## src/rtl/run_sequencer_if.sv

```systemverilog
// run_sequencer_if: bundles the start/ack handshake with the core-side
// run controls (run gate, PC load, memory clear, counters).
// master = the sequencer; slave = the testbench / core side.
interface run_sequencer_if #(
  parameter int PC_W   = 32,
  parameter int CNT_W  = 16,
  parameter int ADDR_W = 8
);
  logic              start;
  logic [1:0]        prog_sel;
  logic              done_instr;
  logic              branch_taken;
  logic              run_en;
  logic              pc_load;
  logic [PC_W-1:0]   pc_load_value;
  logic              clr_en;
  logic [ADDR_W-1:0] clr_addr;
  logic              ack;
  logic              timeout;
  logic [CNT_W-1:0]  cycle_count;
  logic [CNT_W-1:0]  instr_count;
  logic [CNT_W-1:0]  branch_count;

  modport master (
    input  start, prog_sel, done_instr, branch_taken,
    output run_en, pc_load, pc_load_value, clr_en, clr_addr,
           ack, timeout, cycle_count, instr_count, branch_count
  );

  modport slave (
    output start, prog_sel, done_instr, branch_taken,
    input  run_en, pc_load, pc_load_value, clr_en, clr_addr,
           ack, timeout, cycle_count, instr_count, branch_count
  );
endinterface

```

## src/rtl/run_sequencer.sv

```systemverilog
// run_sequencer: run controller for the 9-bit-instruction core.
// Sequence: IDLE -> ARMED (start high) -> CLEAR (data-memory zero sweep)
// -> LOAD (PC load pulse) -> RUN -> FINISH (ack, optional timeout).
// A start pulse during CLEAR/LOAD/RUN aborts the run back to ARMED.
// Optional macro RUN_SEQ_PERF_EN builds the instr_count/branch_count
// counters; without it both outputs read 0 and no counter flops exist.
module run_sequencer #(
  parameter int          PC_W        = 32,
  parameter int          CNT_W       = 16,
  parameter int          ADDR_W      = 8,
  parameter int          CLEAR_DEPTH = 256,
  parameter int          CYCLE_LIMIT = 4096,
  parameter logic [31:0] PROG_BASE_0 = 32'd0,
  parameter logic [31:0] PROG_BASE_1 = 32'd0,
  parameter logic [31:0] PROG_BASE_2 = 32'd0,
  parameter logic [31:0] PROG_BASE_3 = 32'd0
) (
  input logic             clk,
  input logic             reset,
  run_sequencer_if.master bus
);

  typedef enum logic [2:0] {
    IDLE   = 3'd0,
    ARMED  = 3'd1,
    CLEAR  = 3'd2,
    LOAD   = 3'd3,
    RUN    = 3'd4,
    FINISH = 3'd5
  } state_t;

  // Last sweep address; guarded so CLEAR_DEPTH=0 does not produce -1.
  localparam logic [ADDR_W-1:0] CLR_LAST =
    ADDR_W'((CLEAR_DEPTH > 0) ? (CLEAR_DEPTH - 1) : 0);
  // cycle_count value (pre-increment) in the last permitted RUN cycle.
  localparam logic [CNT_W-1:0] LIMIT_LAST = CNT_W'(CYCLE_LIMIT - 1);

  state_t            state_reg, state_next;
  logic [1:0]        sel_reg;
  logic [PC_W-1:0]   pc_value_reg;
  logic [ADDR_W-1:0] clr_addr_reg;
  logic [CNT_W-1:0]  cycle_count_reg;
  logic              timeout_reg;
  logic              arm_entry;
  logic              limit_hit;

  function automatic logic [CNT_W-1:0] sat_inc(input logic [CNT_W-1:0] v);
    return (&v) ? v : v + CNT_W'(1);
  endfunction

  // Next-state decode; abort (start high) has priority over done/limit.
  always_comb begin
    state_next = state_reg;
    limit_hit  = 1'b0;
    case (state_reg)
      IDLE:   if (bus.start) state_next = ARMED;
      ARMED:  if (!bus.start) state_next = (CLEAR_DEPTH > 0) ? CLEAR : LOAD;
      CLEAR: begin
        if (bus.start)                  state_next = ARMED;
        else if (clr_addr_reg == CLR_LAST) state_next = LOAD;
      end
      LOAD:   state_next = bus.start ? ARMED : RUN;
      RUN: begin
        if (bus.start) begin
          state_next = ARMED;
        end else if (bus.done_instr) begin
          state_next = FINISH;
        end else if (cycle_count_reg == LIMIT_LAST) begin
          state_next = FINISH;
          limit_hit  = 1'b1;
        end
      end
      FINISH: if (bus.start) state_next = ARMED;
      default: state_next = IDLE;
    endcase
  end

  assign arm_entry = (state_next == ARMED) && (state_reg != ARMED);

  // State register.
  always_ff @(posedge clk or negedge reset) begin
    if (!reset) state_reg <= IDLE;
    else        state_reg <= state_next;
  end

  // Program select is captured as ARMED is left; PC value is loaded on LOAD entry and then held.
  always_ff @(posedge clk or negedge reset) begin
    if (!reset) begin
      sel_reg      <= 2'd0;
      pc_value_reg <= '0;
    end else begin
      if (state_reg == ARMED && !bus.start) sel_reg <= bus.prog_sel;
      if (state_next == LOAD && state_reg != LOAD) begin
        // In the ARMED->LOAD path (no clear phase) the fresh select is used.
        case ((state_reg == ARMED) ? bus.prog_sel : sel_reg)
          2'd0:    pc_value_reg <= PC_W'(PROG_BASE_0);
          2'd1:    pc_value_reg <= PC_W'(PROG_BASE_1);
          2'd2:    pc_value_reg <= PC_W'(PROG_BASE_2);
          default: pc_value_reg <= PC_W'(PROG_BASE_3);
        endcase
      end
    end
  end

  // Clear-sweep address: zeroed on arming, steps during CLEAR, parks at the last word.
  always_ff @(posedge clk or negedge reset) begin
    if (!reset)                                               clr_addr_reg <= '0;
    else if (arm_entry)                                       clr_addr_reg <= '0;
    else if (state_reg == CLEAR && clr_addr_reg != CLR_LAST)  clr_addr_reg <= clr_addr_reg + ADDR_W'(1);
  end

  // Run cycle counter and timeout flag; both frozen outside RUN.
  always_ff @(posedge clk or negedge reset) begin
    if (!reset) begin
      cycle_count_reg <= '0;
      timeout_reg     <= 1'b0;
    end else if (arm_entry) begin
      cycle_count_reg <= '0;
      timeout_reg     <= 1'b0;
    end else if (state_reg == RUN) begin
      cycle_count_reg <= sat_inc(cycle_count_reg);
      if (limit_hit) timeout_reg <= 1'b1;
    end
  end

`ifdef RUN_SEQ_PERF_EN
  logic [CNT_W-1:0] instr_count_reg;
  logic [CNT_W-1:0] branch_count_reg;

  // Performance counters: every RUN cycle retires one instruction.
  always_ff @(posedge clk or negedge reset) begin
    if (!reset) begin
      instr_count_reg  <= '0;
      branch_count_reg <= '0;
    end else if (arm_entry) begin
      instr_count_reg  <= '0;
      branch_count_reg <= '0;
    end else if (state_reg == RUN) begin
      instr_count_reg <= sat_inc(instr_count_reg);
      if (bus.branch_taken) branch_count_reg <= sat_inc(branch_count_reg);
    end
  end

  assign bus.instr_count  = instr_count_reg;
  assign bus.branch_count = branch_count_reg;
`else
  logic unused_branch_taken;
  assign unused_branch_taken = bus.branch_taken;
  assign bus.instr_count     = '0;
  assign bus.branch_count    = '0;
`endif

  // Strobes are pure state decodes, so they are mutually exclusive by construction.
  assign bus.clr_en        = (state_reg == CLEAR);
  assign bus.pc_load       = (state_reg == LOAD);
  assign bus.run_en        = (state_reg == RUN);
  assign bus.ack           = (state_reg == FINISH);
  assign bus.timeout       = timeout_reg;
  assign bus.clr_addr      = clr_addr_reg;
  assign bus.pc_load_value = pc_value_reg;
  assign bus.cycle_count   = cycle_count_reg;

endmodule

```

## src/flat_wrapper.sv

```systemverilog
// flat-port wrapper written by rule: the top's interface ports become plain ports
module run_sequencer_flat 
#(
  parameter int          PC_W        = 32,
  parameter int          CNT_W       = 16,
  parameter int          ADDR_W      = 8,
  parameter int          CLEAR_DEPTH = 256,
  parameter int          CYCLE_LIMIT = 4096,
  parameter logic [31:0] PROG_BASE_0 = 32'd0,
  parameter logic [31:0] PROG_BASE_1 = 32'd0,
  parameter logic [31:0] PROG_BASE_2 = 32'd0,
  parameter logic [31:0] PROG_BASE_3 = 32'd0
)
  (clk, reset, bus_start, bus_prog_sel, bus_done_instr, bus_branch_taken, bus_run_en, bus_pc_load, bus_pc_load_value, bus_clr_en, bus_clr_addr, bus_ack, bus_timeout, bus_cycle_count, bus_instr_count, bus_branch_count);
  run_sequencer_if #(.PC_W(PC_W), .CNT_W(CNT_W), .ADDR_W(ADDR_W)) bus_i ();
  input logic clk;
  input logic reset;
  input wire logic [$bits(bus_i.start)-1:0] bus_start;
  input wire logic [$bits(bus_i.prog_sel)-1:0] bus_prog_sel;
  input wire logic [$bits(bus_i.done_instr)-1:0] bus_done_instr;
  input wire logic [$bits(bus_i.branch_taken)-1:0] bus_branch_taken;
  output wire logic [$bits(bus_i.run_en)-1:0] bus_run_en;
  output wire logic [$bits(bus_i.pc_load)-1:0] bus_pc_load;
  output wire logic [$bits(bus_i.pc_load_value)-1:0] bus_pc_load_value;
  output wire logic [$bits(bus_i.clr_en)-1:0] bus_clr_en;
  output wire logic [$bits(bus_i.clr_addr)-1:0] bus_clr_addr;
  output wire logic [$bits(bus_i.ack)-1:0] bus_ack;
  output wire logic [$bits(bus_i.timeout)-1:0] bus_timeout;
  output wire logic [$bits(bus_i.cycle_count)-1:0] bus_cycle_count;
  output wire logic [$bits(bus_i.instr_count)-1:0] bus_instr_count;
  output wire logic [$bits(bus_i.branch_count)-1:0] bus_branch_count;
  assign bus_i.start = bus_start;
  assign bus_i.prog_sel = bus_prog_sel;
  assign bus_i.done_instr = bus_done_instr;
  assign bus_i.branch_taken = bus_branch_taken;
  assign bus_run_en = bus_i.run_en;
  assign bus_pc_load = bus_i.pc_load;
  assign bus_pc_load_value = bus_i.pc_load_value;
  assign bus_clr_en = bus_i.clr_en;
  assign bus_clr_addr = bus_i.clr_addr;
  assign bus_ack = bus_i.ack;
  assign bus_timeout = bus_i.timeout;
  assign bus_cycle_count = bus_i.cycle_count;
  assign bus_instr_count = bus_i.instr_count;
  assign bus_branch_count = bus_i.branch_count;
  run_sequencer #(.PC_W(PC_W), .CNT_W(CNT_W), .ADDR_W(ADDR_W), .CLEAR_DEPTH(CLEAR_DEPTH), .CYCLE_LIMIT(CYCLE_LIMIT), .PROG_BASE_0(PROG_BASE_0), .PROG_BASE_1(PROG_BASE_1), .PROG_BASE_2(PROG_BASE_2), .PROG_BASE_3(PROG_BASE_3)) u_core (.clk(clk), .reset(reset), .bus(bus_i));
endmodule
```

## config.mk

```make
export PLATFORM = sky130hd
export DESIGN_NAME = run_sequencer_flat
export DESIGN_NICKNAME = d
export VERILOG_FILES = /design/src/rtl/run_sequencer_if.sv /design/src/rtl/run_sequencer.sv /design/src/flat_wrapper.sv
export SDC_FILE = /design/constraint.sdc
export NUM_CORES = 1
export LEC_CHECK = 0
export CORE_ASPECT_RATIO = 0.8
export CORE_UTILIZATION = 60
export DETAILED_ROUTE_END_ITERATION = 7
export DONT_BUFFER_PORTS = 1
export PLACE_DENSITY = 0.83
export RECOVER_POWER = 50
export SETUP_SLACK_MARGIN = 0.1
export SLEW_MARGIN = 5
export SYNTH_ARGS = -nofsm -noshare
export SYNTH_HDL_FRONTEND = slang
export SYNTH_SLANG_ARGS = --single-unit
```

## constraint.sdc

```tcl
create_clock -name clk -period 4.8 [get_ports clk]
set_input_delay 1.44 -clock clk [delete_from_list [all_inputs] [get_ports clk]]
set_output_delay 1.44 -clock clk [all_outputs]
set_load 0.02 [all_outputs]
```

---- Word-level counts from Yosys, hierarchy flattened ----
Cells that the tools add are included.
operators by class
  $add $sub $neg .......................... 2
  eq/ne operators ......................... 11
  muxes and demuxes ....................... 21
  reductions and logical operators ........ 10
operators by type and width
  cell                     count
  $mux W16                 3
  $mux W3                  8
  $add A16 B1 Y16 const B  1
  $eq A16 B12 Y1 const B   1
  $mux W8                  2
  $reduce_and A16 Y1       1
  $pmux W3 S5              1
  $add A8 B1 Y8 const B    1
  $eq A8 B8 Y1 const B     1
  $ne A8 B8 Y1 const B     1
  $mux W1                  7
  $eq A3 B1 Y1 const B     2
  $eq A3 B2 Y1 const B     2
  $eq A3 B3 Y1 const B     2
  $reduce_bool A2 Y1       3
  $reduce_and A2 Y1        2
  $logic_not A3 Y1         1
  $ne A3 B1 Y1 const B     1
  $logic_and A1 B1 Y1      2
  $ne A2 B1 Y1 const B     1
  $reduce_or A2 Y1         1
storage, ports and cells
  register bits ........................... 28
  bits of input ports ..................... 7

---- Depth between registers and ports, before layout ----
Gate-level depths: netlist of the first run.
  depth after elaboration ................. 9
  depth in mapped cells ................... 8
  gate-level depth less buffers ........... 7

---- Worst setup path before layout of the first run ----
OpenSTA, ideal clock, no wires.
  kind .................................... register to output
  from .................................... register u_core.state_reg[0]
  to ...................................... output bus_clr_en
  data arrival time ....................... 1.071 ns
  data required time ...................... 3.360 ns
  slack ................................... 2.289 ns
  cell stages (with the launch flop) ...... 2
  path buffers ............................ 0
  cell sequence ........................... dfrtp_1 nor3b_1
on the way
  word-level cells in the longest chain between the ends .. 1
RTL lines
  what                    line                  text
  from (decl)             run_sequencer.sv:38   state_t state_reg, state_next;
  from (signal assigned)  run_sequencer.sv:83   else state_reg <= state_next;
  $eq A3 B2 Y1            run_sequencer.sv:154  assign bus.clr_en = (state_reg == CLEAR);
  to (decl)               flat_wrapper.sv:25    output wire logic [$bits(bus_i.clr_en)-1:0] bus_clr_en;
Every way passes these cells.

---- Worst setup path in the final report of the first run ----
  from .................................... register u_core.state_reg[1]
  to ...................................... output bus_clr_en
Same word-level chain as after synthesis.

==> run summary, run 1 <==
Number of DRC markers in iteration 0: 92
Vias in the first global route: 1136
Setup bufs post-CTS: 0
Relative slew slack: 35.1%
Buffers on Ports: 0
Die W: 67.5 um
Period utilization: 60.4%
Via density: 5.24
Post-synth top flop: dfrtp_1
Worst path arrival time: 1460 ps
Peak VDD IR: 0.000180 V
Post-Layout Inst Area: 1870 um2
# IOs: 100
Sequential fraction of the synthesis area: 34.0%
Crit-path cells: nor3b_1
Filler Cell Count: 310
DR vias: 1373
Slew Limit Fails: 0
RSZ-0062 raised after global routing: no
Max reg flops: 16
Worst Path Required: 3360 ps
Die area: 3680 um2
First-pass GRT wire length: 5350 um
Synthesis-stage register bit count: 28
DPL Wire Length: 2450 um
TritonCTS clock tree: yes
Final setup fails: 0
CTS Buf Count: 3
Area taken by multi-input logic gates: 1050 um2
Minimum clock period: 2900 ps
Synth Area in Compound Gates: 7.77%
Worst Path Max Fanout: 8
Critical path endpoint category: output port
R2R depth: 6
Cells after DPL: 259
Synth Area in Simple Gates: 20.0%
Worst hold path class: register to register
Cell family with most CP delay: simple AND/OR/NAND/NOR gates
Layout area overhead: -9.10%
CORE AREA: 3180 um2
Synth top area share: 34.0%
Yosys warning count: 0
Root buffer cell: clkbuf_8
Deepest clock path buffer count: 2
XOR/XNOR share of the synthesized area: 8.07%
Storage cell area: 701 um2
Drt pass-1 iters: 5
Post-cts resize count: 0
GRT Total Usage: 19.5%
Setup CP Type: register to output port
Hold Buf Count CTS: 0
Slew @ Worst Pin: 973 ps
Fin nets: 233
Crit path buf inv count: 0
Critical Path Source Type: register
Setup TNS: 0 ps
Mapped cell area: 2060 um2
Post-synth ARST share: 100%
Share of cells above drive strength 1: 7.21%
Biggest area consumer among synthesized cells: dfrtp_1
Reg2Reg Setup Slack: 2400 ps
Avg WL per Cell: 12.7 um
Pwr Total: 0.507 mW
Largest net degree at the start of global routing: 29
Inserted Diodes: 0
Most frequent cells after synthesis: 64 x buf_4, 28 x dfrtp_1, 28 x nor2_1
DRT antenna net count: 0
Clk sink count: 28
Total of max-cap violations: 0
WP depth: 1
Gpl congestion: 0.799
# DRC: 0
# rows: 18
Syn avg cell area: 9.16 um2
Reg2Reg Launch Point: u_core.bus.cycle_count[0]$_DFFE_PN0P_
Non-Filler Instances: 262
Starting Density: 64.9%
Routed wire length: 3320 um
Post-Synth Adder-Cell Area: 1.21%
Mux share of post-synthesis cell area: 2.43%
Synth Instances: 225
CP max-delay cell: nor3b_1
GR Overflow Total: 0
Post-synth EDFFs: 0
Die Ht: 54.4 um
Worst skew pair latency: 270 ps
Critical path destination: bus_clr_en
Critical Path Source: u_core.state_reg[1]$_DFF_PN0_
Slowest stage delay, CP: 720 ps
Initial antenna violation count: 0
Largest family of logic cells by synthesized area: buffers and inverters
Reg-to-Reg End: u_core.bus.cycle_count[1]$_DFFE_PN0P_
H-tree depth: 1
Final Hold Vio Count: 0
Fmax: 345 MHz
Top post-synthesis cells by area: dfrtp_1 34%, buf_4 23%, xnor2_1 5.9%
Post-synth cell types: 47
Clock skew: 6.26 ps
Placed cell areas: 1830 um2
P per Cell Area: 270 nW/um2
Outcome: finished clean
Top-count cell post-synth: buf_4
Static leakage power: 0.888 nW
Clk pin slew, worst setup/hold paths: 90 ps
[how the worst min path moves through the flow]
stage,start,to,slack [ps],cells past startpoint
floorplan,u_core.state_reg[2]$_DFF_PN0_,u_core.state_reg[1]$_DFF_PN0_,510,1
global placement,u_core.state_reg[2]$_DFF_PN0_,u_core.state_reg[1]$_DFF_PN0_,560,1
detailed placement,u_core.state_reg[2]$_DFF_PN0_,u_core.state_reg[1]$_DFF_PN0_,570,1
CTS,u_core.state_reg[2]$_DFF_PN0_,u_core.state_reg[1]$_DFF_PN0_,580,1
global route,u_core.state_reg[2]$_DFF_PN0_,u_core.state_reg[1]$_DFF_PN0_,640,1
finish,u_core.state_reg[2]$_DFF_PN0_,u_core.state_reg[1]$_DFF_PN0_,590,1
[cells by family after synthesis]
| group | Yosys count |
|---|---|
| AOI/OAI and AO/OA | 19 |
| xor gates and xnor gates | 19 |
| adders and majority gates | 2 |
| buffers and inverters | 75 |
| DFF | 28 |
| muxes | 4 |
| other | 1 |
| and+or+nand+nor | 77 |
[routing by layer]
| metal | share of wire, % | GRT usage [%] |
|---|---|---|
| met1 | 45 | 27.5 |
| met3 | 9.9 | 7.08 |
| met4 | 0.21 | 1.77 |
| met5 | 0 | 0 |
| met2 | 45 | 29.5 |
[area by class of cell]
type                            count  share of cell area (%)
Clock buffer                        3                    2.20
Inverter                            6                    1.47
Multi-Input combinational cell    185                    56.3
Sequential cell                    28                    37.4
Tap cell                           40                    2.67
[where the power goes]
group / switching, mW / internal, mW
combinational: 0.0832 / 0.0217
clock: 0.0699 / 0.0563
sequential: 0.0286 / 0.247
[through the flow]
step	utilization [%]	hold slack (ps)	setup WS, ps
finish	59.0	587	1900
global route	59.0	640	1810
CTS	59.0	580	1890
detailed placement	57.7	567	2030
global placement	57.7	556	2060
floorplan	-	510	2290
[layout by cell type (no fill, tap or decap), types with 2 or more instances in the layout]
cell type	n
nand2_1	7
a211oi_1	4
a21oi_1	3
nor2_1	28
inv_1	4
ha_1	2
xor2_1	5
nand4_1	7
clkbuf_8	3
xnor2_1	14
or3_1	3
mux2_4	2
nor2b_1	2
nor3_1	5
and4_1	2
nand3_1	9
o21ai_0	2
and3_1	3
conb_1	64
mux2i_1	2
dfrtp_1	28
Power figures use the tool's default switching activity.
==> inputs of run 2 (changes only) <==
==> constraint.sdc (replaced) <==
create_clock -name clk -period 2.9 [get_ports clk]
set_input_delay 0.87 -clock clk [delete_from_list [all_inputs] [get_ports clk]]
set_output_delay 0.87 -clock clk [all_outputs]
set_load 0.02 [all_outputs]
==> run summary, run 2 (same netlist as run 1, synthesis figures left out) <==
Outcome: finished clean
Filler Cell Count: 279 (-10%)
Slowest stage delay, CP: 460 ps (-260 ps)
Critical Path Source Type: register
Non-Filler Instances: 265 (+1.1%)
DR vias: 1326 (-3.4%)
Setup CP Type: register to output port
# rows: 18 (unchanged)
RSZ-0062 raised after global routing: no
Crit-path cells: nand2b_1, nand2b_4, clkinv_4
Static leakage power: 0.904 nW (+1.8%)
Die Ht: 54.4 um (unchanged)
R2R depth: 7 (+1)
Worst Path Required: 2030 ps (-1330 ps)
Period utilization: 74.9%
Deepest clock path buffer count: 2 (unchanged)
Clk pin slew, worst setup/hold paths: 90 ps (about the same)
Starting Density: 64.9% (unchanged)
Area taken by multi-input logic gates: 1050 um2 (unchanged)
DRT antenna net count: 0 (unchanged)
Worst Path Max Fanout: 9 (+1)
Root buffer cell: clkbuf_8
Sw Ratio: 36.1% (+0.21 points)
TritonCTS clock tree: yes
Initial antenna violation count: 0 (unchanged)
Worst Setup Slack, final: 728 ps (-1170 ps)
Critical path endpoint category: output port
Avg WL per Cell: 12.8 um (+1.1%)
Reg-to-Reg End: u_core.bus.cycle_count[5]$_DFFE_PN0P_
Slew Limit Fails: 0 (unchanged)
Worst skew pair latency: 280 ps (about the same)
First-pass GRT wire length: 5170 um (-3.5%)
Share of cells above drive strength 1: 8.44% (+1.2 points)
Vias in the first global route: 1080 (-4.9%)
Post-Layout Inst Area: 1900 um2 (+1.2%)
Routed wire length: 3390 um (+2.3%)
CORE AREA: 3180 um2 (unchanged)
Setup bufs post-CTS: 0 (unchanged)
Die area: 3680 um2 (unchanged)
Clk sink count: 28 (unchanged)
Commonest cells after routing, fill and taps aside: 64 x conb_1, 28 x nor2_1, 28 x dfrtp_1
Buffers on Ports: 0 (unchanged)
Reg2Reg Launch Point: u_core.bus.cycle_count[0]$_DFFE_PN0P_
Via density: 5.00 (-4.5%)
Gpl congestion: 0.828 (+3.6%)
Minimum clock period: 2170 ps
Pint: 0.544 mW (+67%)
Storage cell area: 701 um2 (unchanged)
P per Cell Area: 448 nW/um2 (+66%)
Max reg flops: 16 (unchanged)
Fmax: 460 MHz
GR Overflow Total: 0 (unchanged)
Flop pwr share: 53.6% (-0.8 points)
Cells after DPL: 262 (+1.2%)
Placed cell areas: 1860 um2 (+1.2%)
Peak VDD IR: 0.000449 V (+150%)
H-tree depth: 1 (unchanged)
Pwr Total: 0.850 mW (+68%)
# DRC: 0 (unchanged)
Number of DRC markers in iteration 0: 29 (-68%)
Die W: 67.5 um (unchanged)
Hold Buf Count CTS: 0 (unchanged)
Fin nets: 236 (+1.3%)
Worst hold path class: input port to asynchronous set/reset pin
Crit path buf inv count: 1 (+1)
Clock skew: 2.95 ps (-3.32 ps)
Worst path arrival time: 1300 ps (-160 ps)
Largest net degree at the start of global routing: 29 (unchanged)
Total of max-cap violations: 0 (unchanged)
Post-cts resize count: 0 (unchanged)
Comb power frac: 21.2% (+0.5 points)
Drt pass-1 iters: 4 (-1)
Setup TNS: 0 ps (unchanged)
GRT Total Usage: 19.2% (-0.33 points)
# IOs: 100 (unchanged)
Switching power total: 0.307 mW (+69%)
Clock network fraction of design power: 25.2% (+0.3 points)
Reg2Reg Setup Slack: 950 ps (-1450 ps)
Commonest non-fill, non-tap cell in the layout: conb_1
CP max-delay cell: dfrtp_1
DPL Wire Length: 2560 um (+4.6%)
Cell family with most CP delay: flip-flops
Final Hold Vio Count: 0 (unchanged)
Inserted Diodes: 0 (unchanged)
Final setup fails: 0 (unchanged)
Layout area overhead: -8.01%
CTS Buf Count: 3 (unchanged)
Setup WS pre-CTS: 955 ps (-1070 ps)
[run 2: changes by cell type in the layout (fill, tap and decap cells not counted)]
cell,delta
buf_4,+3
[run 2: through the flow]
| step | utilization [%] | hold slack, ps |
|---|---|---|
| finish | 59.7 | 272 |
| global route | 59.7 | 254 |
| CTS | 59.7 | 267 |
| detailed placement | 58.4 | 570 |
| global placement | 58.4 | 556 |
| floorplan | - | 510 |
[run 2: layout make-up]
| type | count | share of cell area, % |
|---|---|---|
| Multi-Input combinational cell | 185 | 55.6 |
| Sequential cell | 28 | 36.9 |
| Tap cell | 40 | 2.64 |
| Clock buffer | 3 | 2.18 |
| Inverter | 6 | 1.45 |
| Timing Repair Buffer | 3 | 1.19 |
[run 2: how the worst max path moves through the flow]
stage	start	end	slack [ps]	depth (start not counted)
final	u_core.state_reg[1]$_DFF_PN0_	bus_run_en	730	3
after global routing	u_core.state_reg[1]$_DFF_PN0_	bus_run_en	660	3
after CTS	u_core.state_reg[1]$_DFF_PN0_	bus_run_en	730	3
after detailed placement	u_core.bus.cycle_count[0]$_DFFE_PN0P_	u_core.bus.cycle_count[5]$_DFFE_PN0P_	950	7
after global placement	u_core.bus.cycle_count[0]$_DFFE_PN0P_	u_core.bus.cycle_count[5]$_DFFE_PN0P_	990	7
after floorplan	u_core.state_reg[0]$_DFF_PN0_	bus_clr_en	960	1
[run 2: power groups by stage]
stage | combinational, mW | clock [mW] | sequential [mW]
3_3_place_gp | 0.175 | 0 | 0.462
5_1_grt | 0.200 | 0.233 | 0.461
3_5_place_dp | 0.180 | 0 | 0.464
4_1_cts | 0.180 | 0.217 | 0.456
2_1_floorplan | 0.232 | 0 | 0.455
6_report | 0.180 | 0.215 | 0.456
[run 2: metal layers]
layer	part of all wire (%)	vias up	GRT usage, %
li1	-	631	-
met1	44	629	25.6
met2	46	63	29.5
met3	9.1	3	7.08
met4	0.56	0	4.61
met5	0	-	0
